<file path="src/rtl/cpu_types_pkg.sv">
// Shared cache types: dcache address fields and snoop FSM states.
// Imported by the snoop responder and its tag-match helper.
package cpu_types_pkg;

  localparam int TAG_W = 26;
  localparam int IDX_W = 3;
  localparam int BLK_W = 1;
  localparam int BYT_W = 2;
  localparam int WAYS  = 2;

  typedef struct packed {
    logic [TAG_W-1:0] tag;
    logic [IDX_W-1:0] idx;
    logic [BLK_W-1:0] blkoff;
    logic [BYT_W-1:0] bytoff;
  } dcachef_t;

  typedef enum logic [1:0] {
    IDLE,
    CLEAN,
    SEND0,
    SEND1
  } snoop_state_t;

endpackage

</file>
<file path="src/rtl/dcache_snoop_responder_if.sv">
// Snoop handshake between coherence controller and one L1 dcache.
// master: controller drives ccwait/ccinv/addr/dwait; slave: cache answers.
interface dcache_snoop_responder_if;
  logic        ccwait;
  logic        ccinv;
  logic [31:0] ccsnoopaddr;
  logic        dwait;
  logic        ccwrite;
  logic [31:0] dstore;
  logic [31:0] daddr;
  logic        snoop_busy;

  modport master (
    output ccwait, ccinv, ccsnoopaddr, dwait,
    input  ccwrite, dstore, daddr, snoop_busy
  );

  modport slave (
    input  ccwait, ccinv, ccsnoopaddr, dwait,
    output ccwrite, dstore, daddr, snoop_busy
  );
endinterface

</file>
<file path="src/rtl/dcache_snoop_responder_tag_match.sv">
// Combinational 2-way tag compare for the snooped set.
// Ports: per-way valid/dirty/tag in, snooped tag in; hit/way/dirty out.
module snoop_tag_match
  import cpu_types_pkg::*;
(
  input  logic [1:0]            valid_i,
  input  logic [1:0]            dirty_i,
  input  logic [1:0][TAG_W-1:0] tag_i,
  input  logic [TAG_W-1:0]      snp_tag_i,
  output logic                  hit_o,
  output logic                  hit_way_o,
  output logic                  hit_dirty_o
);
  logic m0, m1;

  assign m0 = valid_i[0] && (tag_i[0] == snp_tag_i);
  assign m1 = valid_i[1] && (tag_i[1] == snp_tag_i);

  // Way 0 wins if a corrupted frame ever matches twice.
  assign hit_o       = m0 | m1;
  assign hit_way_o   = !m0 && m1;
  assign hit_dirty_o = m0 ? dirty_i[0] : (m1 && dirty_i[1]);
endmodule

</file>
<file path="src/rtl/dcache_snoop_responder.sv">
// Snoop responder: looks up snooped block, supplies dirty data, downgrades.
// Ports: CLK/RST, cc (snoop handshake), frame_* (set lookup + update strobe).
module dcache_snoop_responder
  import cpu_types_pkg::*;
(
  input  logic                  CLK,
  input  logic                  RST,
  dcache_snoop_responder_if.slave cc,
  input  logic [1:0]            frame_valid,
  input  logic [1:0]            frame_dirty,
  input  logic [1:0][TAG_W-1:0] frame_tag,
  input  logic [1:0][31:0]      frame_word0,
  input  logic [1:0][31:0]      frame_word1,
  output logic [IDX_W-1:0]      frame_index,
  output logic                  frame_we,
  output logic                  frame_way,
  output logic                  frame_valid_next,
  output logic                  frame_dirty_next
);
  snoop_state_t state_q;
  logic [28:0]  blk_q;
  logic         way_q;
  logic         hit_q;
  logic         inv_q;

  dcachef_t snp;
  logic     hit, hit_way, hit_dirty;

  assign snp = dcachef_t'(cc.ccsnoopaddr);

  snoop_tag_match u_match (
    .valid_i     (frame_valid),
    .dirty_i     (frame_dirty),
    .tag_i       (frame_tag),
    .snp_tag_i   (snp.tag),
    .hit_o       (hit),
    .hit_way_o   (hit_way),
    .hit_dirty_o (hit_dirty)
  );

  always_ff @(posedge CLK or posedge RST) begin
    if (RST) begin
      state_q <= IDLE;
      blk_q   <= '0;
      way_q   <= 1'b0;
      hit_q   <= 1'b0;
      inv_q   <= 1'b0;
    end else begin
      unique case (state_q)
        IDLE: begin
          inv_q <= 1'b0;
          if (cc.ccwait) begin
            blk_q   <= cc.ccsnoopaddr[31:3];
            way_q   <= hit_way;
            hit_q   <= hit;
            state_q <= (hit && hit_dirty) ? SEND0 : CLEAN;
          end
        end
        CLEAN: state_q <= IDLE;
        SEND0: begin
          if (cc.ccinv) inv_q <= 1'b1;
          // Controller dropping ccwait abandons the transfer untouched.
          if (!cc.ccwait)     state_q <= IDLE;
          else if (!cc.dwait) state_q <= SEND1;
        end
        SEND1: begin
          if (cc.ccinv) inv_q <= 1'b1;
          if (!cc.dwait || !cc.ccwait) state_q <= IDLE;
        end
        default: state_q <= IDLE;
      endcase
    end
  end

  always_comb begin
    frame_index      = snp.idx;
    frame_we         = 1'b0;
    frame_way        = 1'b0;
    frame_valid_next = 1'b0;
    frame_dirty_next = 1'b0;
    cc.ccwrite       = 1'b0;
    cc.dstore        = '0;
    cc.daddr         = '0;
    if (state_q != IDLE) frame_index = blk_q[2:0];
    unique case (state_q)
      CLEAN: begin
        if (cc.ccinv && hit_q) begin
          frame_we  = 1'b1;
          frame_way = way_q;
        end
      end
      SEND0: begin
        cc.ccwrite = 1'b1;
        cc.dstore  = frame_word0[way_q];
        cc.daddr   = {blk_q, 3'b000};
      end
      SEND1: begin
        cc.ccwrite = 1'b1;
        cc.dstore  = frame_word1[way_q];
        cc.daddr   = {blk_q, 3'b100};
        if (!cc.dwait) begin
          frame_we         = 1'b1;
          frame_way        = way_q;
          frame_valid_next = !(inv_q || cc.ccinv);
        end
      end
      default: ;
    endcase
  end

  assign cc.snoop_busy = cc.ccwait || (state_q != IDLE);
endmodule

</file>
<file path="src/flat_wrapper.sv">
// flat-port wrapper written by rule: the top's interface ports become plain ports
module dcache_snoop_responder_flat import cpu_types_pkg::*;
  (CLK, RST, frame_valid, frame_dirty, frame_tag, frame_word0, frame_word1, frame_index, frame_we, frame_way, frame_valid_next, frame_dirty_next, cc_ccwait, cc_ccinv, cc_ccsnoopaddr, cc_dwait, cc_ccwrite, cc_dstore, cc_daddr, cc_snoop_busy);
  dcache_snoop_responder_if cc_i ();
  input  logic CLK;
  input  logic RST;
  input  logic [1:0] frame_valid;
  input  logic [1:0] frame_dirty;
  input  logic [1:0][TAG_W-1:0] frame_tag;
  input  logic [1:0][31:0] frame_word0;
  input  logic [1:0][31:0] frame_word1;
  output logic [IDX_W-1:0] frame_index;
  output logic frame_we;
  output logic frame_way;
  output logic frame_valid_next;
  output logic frame_dirty_next;
  input wire logic [$bits(cc_i.ccwait)-1:0] cc_ccwait;
  input wire logic [$bits(cc_i.ccinv)-1:0] cc_ccinv;
  input wire logic [$bits(cc_i.ccsnoopaddr)-1:0] cc_ccsnoopaddr;
  input wire logic [$bits(cc_i.dwait)-1:0] cc_dwait;
  output wire logic [$bits(cc_i.ccwrite)-1:0] cc_ccwrite;
  output wire logic [$bits(cc_i.dstore)-1:0] cc_dstore;
  output wire logic [$bits(cc_i.daddr)-1:0] cc_daddr;
  output wire logic [$bits(cc_i.snoop_busy)-1:0] cc_snoop_busy;
  assign cc_i.ccwait = cc_ccwait;
  assign cc_i.ccinv = cc_ccinv;
  assign cc_i.ccsnoopaddr = cc_ccsnoopaddr;
  assign cc_i.dwait = cc_dwait;
  assign cc_ccwrite = cc_i.ccwrite;
  assign cc_dstore = cc_i.dstore;
  assign cc_daddr = cc_i.daddr;
  assign cc_snoop_busy = cc_i.snoop_busy;
  dcache_snoop_responder u_core (.CLK(CLK), .RST(RST), .cc(cc_i), .frame_valid(frame_valid), .frame_dirty(frame_dirty), .frame_tag(frame_tag), .frame_word0(frame_word0), .frame_word1(frame_word1), .frame_index(frame_index), .frame_we(frame_we), .frame_way(frame_way), .frame_valid_next(frame_valid_next), .frame_dirty_next(frame_dirty_next));
endmodule
</file>
<file path="config.mk">
export PLATFORM = sky130hd
export DESIGN_NAME = dcache_snoop_responder_flat
export DESIGN_NICKNAME = d
export VERILOG_FILES = /design/src/rtl/cpu_types_pkg.sv /design/src/rtl/dcache_snoop_responder_if.sv /design/src/rtl/dcache_snoop_responder_tag_match.sv /design/src/rtl/dcache_snoop_responder.sv /design/src/flat_wrapper.sv
export SDC_FILE = /design/constraint.sdc
export NUM_CORES = 1
export LEC_CHECK = 0
export BUFFER_PORTS_ARGS = -buffer_cell sky130_fd_sc_hd__clkbuf_2
export CAP_MARGIN = 0
export CORE_AREA = 4 4 113 115
export DETAILED_ROUTE_END_ITERATION = 16
export DIE_AREA = 0 0 117 119
export HOLD_SLACK_MARGIN = 0.02
export PLACE_DENSITY = 0.71
export SLEW_MARGIN = 0
export SYNTH_ARGS = -nofsm -noshare
export SYNTH_HDL_FRONTEND = slang
export SYNTH_SLANG_ARGS = --single-unit
</file>
<file path="constraint.sdc">
create_clock -name CLK -period 4.5 [get_ports CLK]
set_input_delay 0.45 -clock CLK [delete_from_list [all_inputs] [get_ports CLK]]
set_output_delay 0.45 -clock CLK [all_outputs]
set_load 0.03 [all_outputs]
</file>
Word-level counts from Yosys, hierarchy flattened:

Index checks and enable logic that the tools add are counted.

* order comparisons: 1
* equal/unequal tests: 9
* reductions and logical operators: 20
* bitwise gates (word level): 1
* mux-type cells: 25

Operators by type and width (count)
* 32-bit 2-to-1 mux: 4
* 32-bit case mux with 2 select lines: 2
* 26-bit == test: 2
* 2-bit 2-to-1 mux: 5
* 1-bit 2-to-1 mux: 9
* 2-bit case mux with 4 select lines: 1
* 1-bit logical AND: 6
* 1-bit case mux with 2 select lines: 3
* 2-bit == test (second input constant): 2
* 1-bit zero test: 4
* 2-bit by 1-bit inequality test with 1-bit output (second input constant): 2
* 2-bit AND reduction: 2
* 2-bit nonzero test: 2
* 1-bit logical OR: 3
* 3-bit 2-to-1 mux: 1
* 3-bit inequality test (second input constant): 1
* 3-bit AND reduction: 1
* 2-bit by 1-bit == test with 1-bit output (second input constant): 1
* 2-bit zero test: 1
* 1-bit by 2-bit < comparator with 1-bit output (second input constant): 1
* 2-bit inequality test (second input constant): 1
* 2-bit OR reduction: 1
* 1-bit OR: 1

* bits in registers: 34
* input port bits: 221
* word-level logic and storage cells: 61

Longest topological paths before layout:

* depth in word-level cells: 8
* mapped depth: 6
* mapped depth without buffers: 5

Cells and area by module:

Synthesis repeated with hierarchy kept, for this count alone.

* cells, all modules: 318
* area total of the unflattened synthesis: 3294.4 µm²

Modules (own cells, without submodules)
* dcache_snoop_responder: cells each 242, times used 1, seq. area each 850.8 µm², area each 2696.3 µm²
* snoop_tag_match: cells each 76, times used 1, seq. area each 0.0 µm², area each 598.1 µm²

Worst setup path after synthesis:

OpenSTA, ideal clock, no wires.

* path kind: reg-to-output
* from: reg u_core.state_q[0]
* to: out frame_valid_next
* cell stages (with the launch flop): 5
* data arrival time: 2.258 ns
* setup slack: 1.792 ns
* path buffers: 2
* required time: 4.050 ns
* cell sequence: dfrtp_1 buf_2 clkbuf_1 and2_1 nor4b_1

* longest elaborated chain between the ends: 2

Ends and longest elaborated chain
* from (decl): line dcache_snoop_responder.sv:20 `snoop_state_t state_q;`
* from (signal assigned): line dcache_snoop_responder.sv:56 `state_q <= (hit && hit_dirty) ? SEND0 : CLEAN;`
* 2-bit == test: line dcache_snoop_responder.sv:85 `unique case (state_q)`
* 1-bit 2-to-1 mux: line dcache_snoop_responder.sv:85
* to (decl): line flat_wrapper.sv:15 `output logic frame_valid_next;`

Every way passes these cells.

Final worst setup path:

* from: reg u_core.way_q
* to: out cc_dstore[31]

* longest elaborated chain between the ends: 3
* elaborated cells between the ends (all ways): 5

Ends and longest elaborated chain
* from (decl): line dcache_snoop_responder.sv:22 `logic way_q;`
* from (signal assigned): line dcache_snoop_responder.sv:54 `way_q <= hit_way;`
* 32-bit 2-to-1 mux (on tied branches) (2 in series): line dcache_snoop_responder.sv:99, dcache_snoop_responder.sv:94
* 32-bit case mux with 2 select lines *: line dcache_snoop_responder.sv:85
* to (decl): line flat_wrapper.sv:22 `output wire logic [$bits(cc_i.dstore)-1:0] cc_dstore;`

Every way passes the cells marked *; elsewhere a longest branch is shown, timed or not. The select of a mux whose other input is x is not followed.

==> metrics.txt <==
final wirelength 13,420 um; Syn Inst Count 348; commonest non-fill, non-tap cell in the layout clkbuf_2; Finish-stage setup viols 0; largest net degree at the start of global routing 70; H-Tree Depth 2; die width 117 um; R2R Setup Slk 1.88 ns; dpl ws 1.827 ns; crit path DAT 2.40 ns; initial antenna violation count 0; I/O pin count 294; Post-DRT Antenna Nets 0; Final Skew 0.003829 ns; root buf cell clkbuf_16; nets@finish 843; EDFF count, synth 0; Remaining DRCs 0; Synth Flop Type dfrtp_1; synthesized flop and latch total 34; hold_buf cts 0; global placer's final weighted congestion 0.8643; worst-skew pair later-pin latency 0.28 ns; maxcap violations 0; First-pass DRT Iterations 4; min-delay worst type in -> async; Fin. Hold Viols 0; postcts setup bufs 0; RR Endpoint u_core.way_q$_DFFE_PP0P_; global-route wire length before repair 19,840 um; pwr dens 207.0 nW/um^2; final worst slack 1.646 ns; R2R cell count 3; Non-Filler Instances 770; commonest cells after routing, fill and taps aside clkbuf_2 (287), nand2_1 (92), and2_1 (65), xnor2_1 (47); Congestion Overflow GR 0; RSZ-0062 raised after global routing no; TritonCTS clock tree yes; YS warnings 0; WL per Instance 17.42 um; placed insts 762; leakage power 2.567 nW; Critical Path RT 4.05 ns; CP endpoint kind primary output; ANT cells 0; fmax 0.3504 GHz; post_cts resized 0; Final Max Tran Viols 0; port buffer count 287; total track usage 0.1853; P&R area growth vs syn 52.87%; Seq/Total Area, Yosys 0.2657; Via Count 3,569; Max VDD drop 0.0001107 V; Initial Util 0.2711; HPWL after DPL 11,410 um; worst-path fanout max 27; 1st-iter DRT viols 128; post-synthesis async set-or-reset flop share 1.000; Yosys cell types 30; Die Y-Extent 119 um; Tmin final 2.854 ns; Core Util, Final 0.4144; status finished clean; cell row count 40; Max-slew headroom 0.2508; total core area 11,810 um^2; Multi-input gate area 2236 um^2; FILL cells 1,261; final setup TNS 0 ns; vias in the first global route 3,847; worst r2r src u_core.state_q[1]$_DFFE_PP0P_; Die ar. 13,920 um^2; period utilization 0.6343; CTS buffer count 5; worst-case clock buffer depth 2; Mean Syn Cell Area 9.201 um^2; Setup crit start kind flop; Worst-Margin Slew 1.121 ns; Setup Crit Path Kind reg -> out; Seq. cell area 853.3 um^2; share of cells above drive strength 1 0.5425; clk sinks 34; Vias/cell 4.635; Clock transition at path regs 0.06 ns; Mapped Area 3202 um^2
==> per-layer routing <==
| metal | GRT usage | up-vias | wire length [um] |
|---|---|---|---|
| li1 | - | 1721 | - |
| met1 | 0.2104 | 1634 | 5021 |
| met2 | 0.3428 | 197 | 6900 |
| met3 | 0.03862 | 17 | 1212 |
| met4 | 0.05161 | 0 | 282 |
| met5 | 0 | - | 0 |
==> cells in the mapped netlist, types with 3 or more instances <==
master     n  area share
buf_4      3      0.0070
and2_1    65        0.13
nand2_1   92        0.11
clkbuf_1  17       0.020
dfrtp_1   34        0.27
buf_2      5      0.0078
mux4_2    32        0.23
xor2_1     6       0.016
nand4_1   12       0.023
xnor2_1   47        0.13
nor2_1     7      0.0082
mux2_2     3       0.011
nand3_1    3      0.0047
==> sequential cells by signal, indices dropped and copies added, names as in the netlist <==
| name | count |
|---|---|
| u_core.blk_q | 29 |
| u_core.state_q | 2 |
| u_core.hit_q | 1 |
| u_core.inv_q | 1 |
| u_core.way_q | 1 |
==> worst max path at each step <==
stage | start | to | depth (start not counted) | slack, ns
detailed placement | u_core.state_q[1]$_DFFE_PP0P_ | u_core.way_q$_DFFE_PP0P_ | 3 | 1.83
global placement | u_core.state_q[1]$_DFFE_PP0P_ | u_core.way_q$_DFFE_PP0P_ | 3 | 1.81
CTS | u_core.way_q$_DFFE_PP0P_ | cc_dstore[31] | 4 | 1.58
global route | u_core.way_q$_DFFE_PP0P_ | cc_dstore[31] | 4 | 1.45
floorplan | u_core.state_q[0]$_DFFE_PP0P_ | frame_valid_next | 4 | 1.79
finish | u_core.way_q$_DFFE_PP0P_ | cc_dstore[31] | 4 | 1.65
==> layout make-up <==
class / count / share of cell area
Clock inverter: 1 / 0.001022
Clock buffer: 7 / 0.02914
Tap cell: 147 / 0.03758
Sequential cell: 34 / 0.1743
Multi-Input combinational cell: 288 / 0.4568
Inverter: 2 / 0.001534
Timing Repair Buffer: 291 / 0.2996
==> cell families (layout without fill, tap and decap cells) <==
logic type | after synthesis | after routing | share of synthesized area
muxes | 35 | 35 | 0.2356
other | 1 | 3 | 0.001171
AOI/OAI and AO/OA | 7 | 7 | 0.01680
xor gates and xnor gates | 53 | 53 | 0.1450
DFF | 34 | 34 | 0.2657
and+or+nand+nor | 190 | 190 | 0.2974
buffers and inverters | 28 | 301 | 0.03829
==> power by group <==
part | switching (W) | internal (W) | total (W)
clock | 0.000130 | 0.000220 | 0.000349
sequential | 0.0000196 | 0.000345 | 0.000364
combinational | 0.000145 | 0.000155 | 0.000300
==> stage by stage <==
stage / total power [W] / hold slack (ns) / area [um^2]
floorplan: 0.0005171 / 0.4374 / 3209
global placement: 0.0006630 / 0.4504 / 4747
detailed placement: 0.0006738 / 0.4545 / 4747
CTS: 0.001033 / 0.2795 / 4895
global route: 0.001078 / 0.3205 / 4895
finish: 0.001013 / 0.2557 / 4895
==> worst max-delay path: stages, from the launching register on <==
cell and delay (ns):
dfrtp_2 0.89, buf_4 0.33, mux4_2 0.53, and2_1 0.17, clkbuf_2 0.18
(Power assumes the default switching activity.)
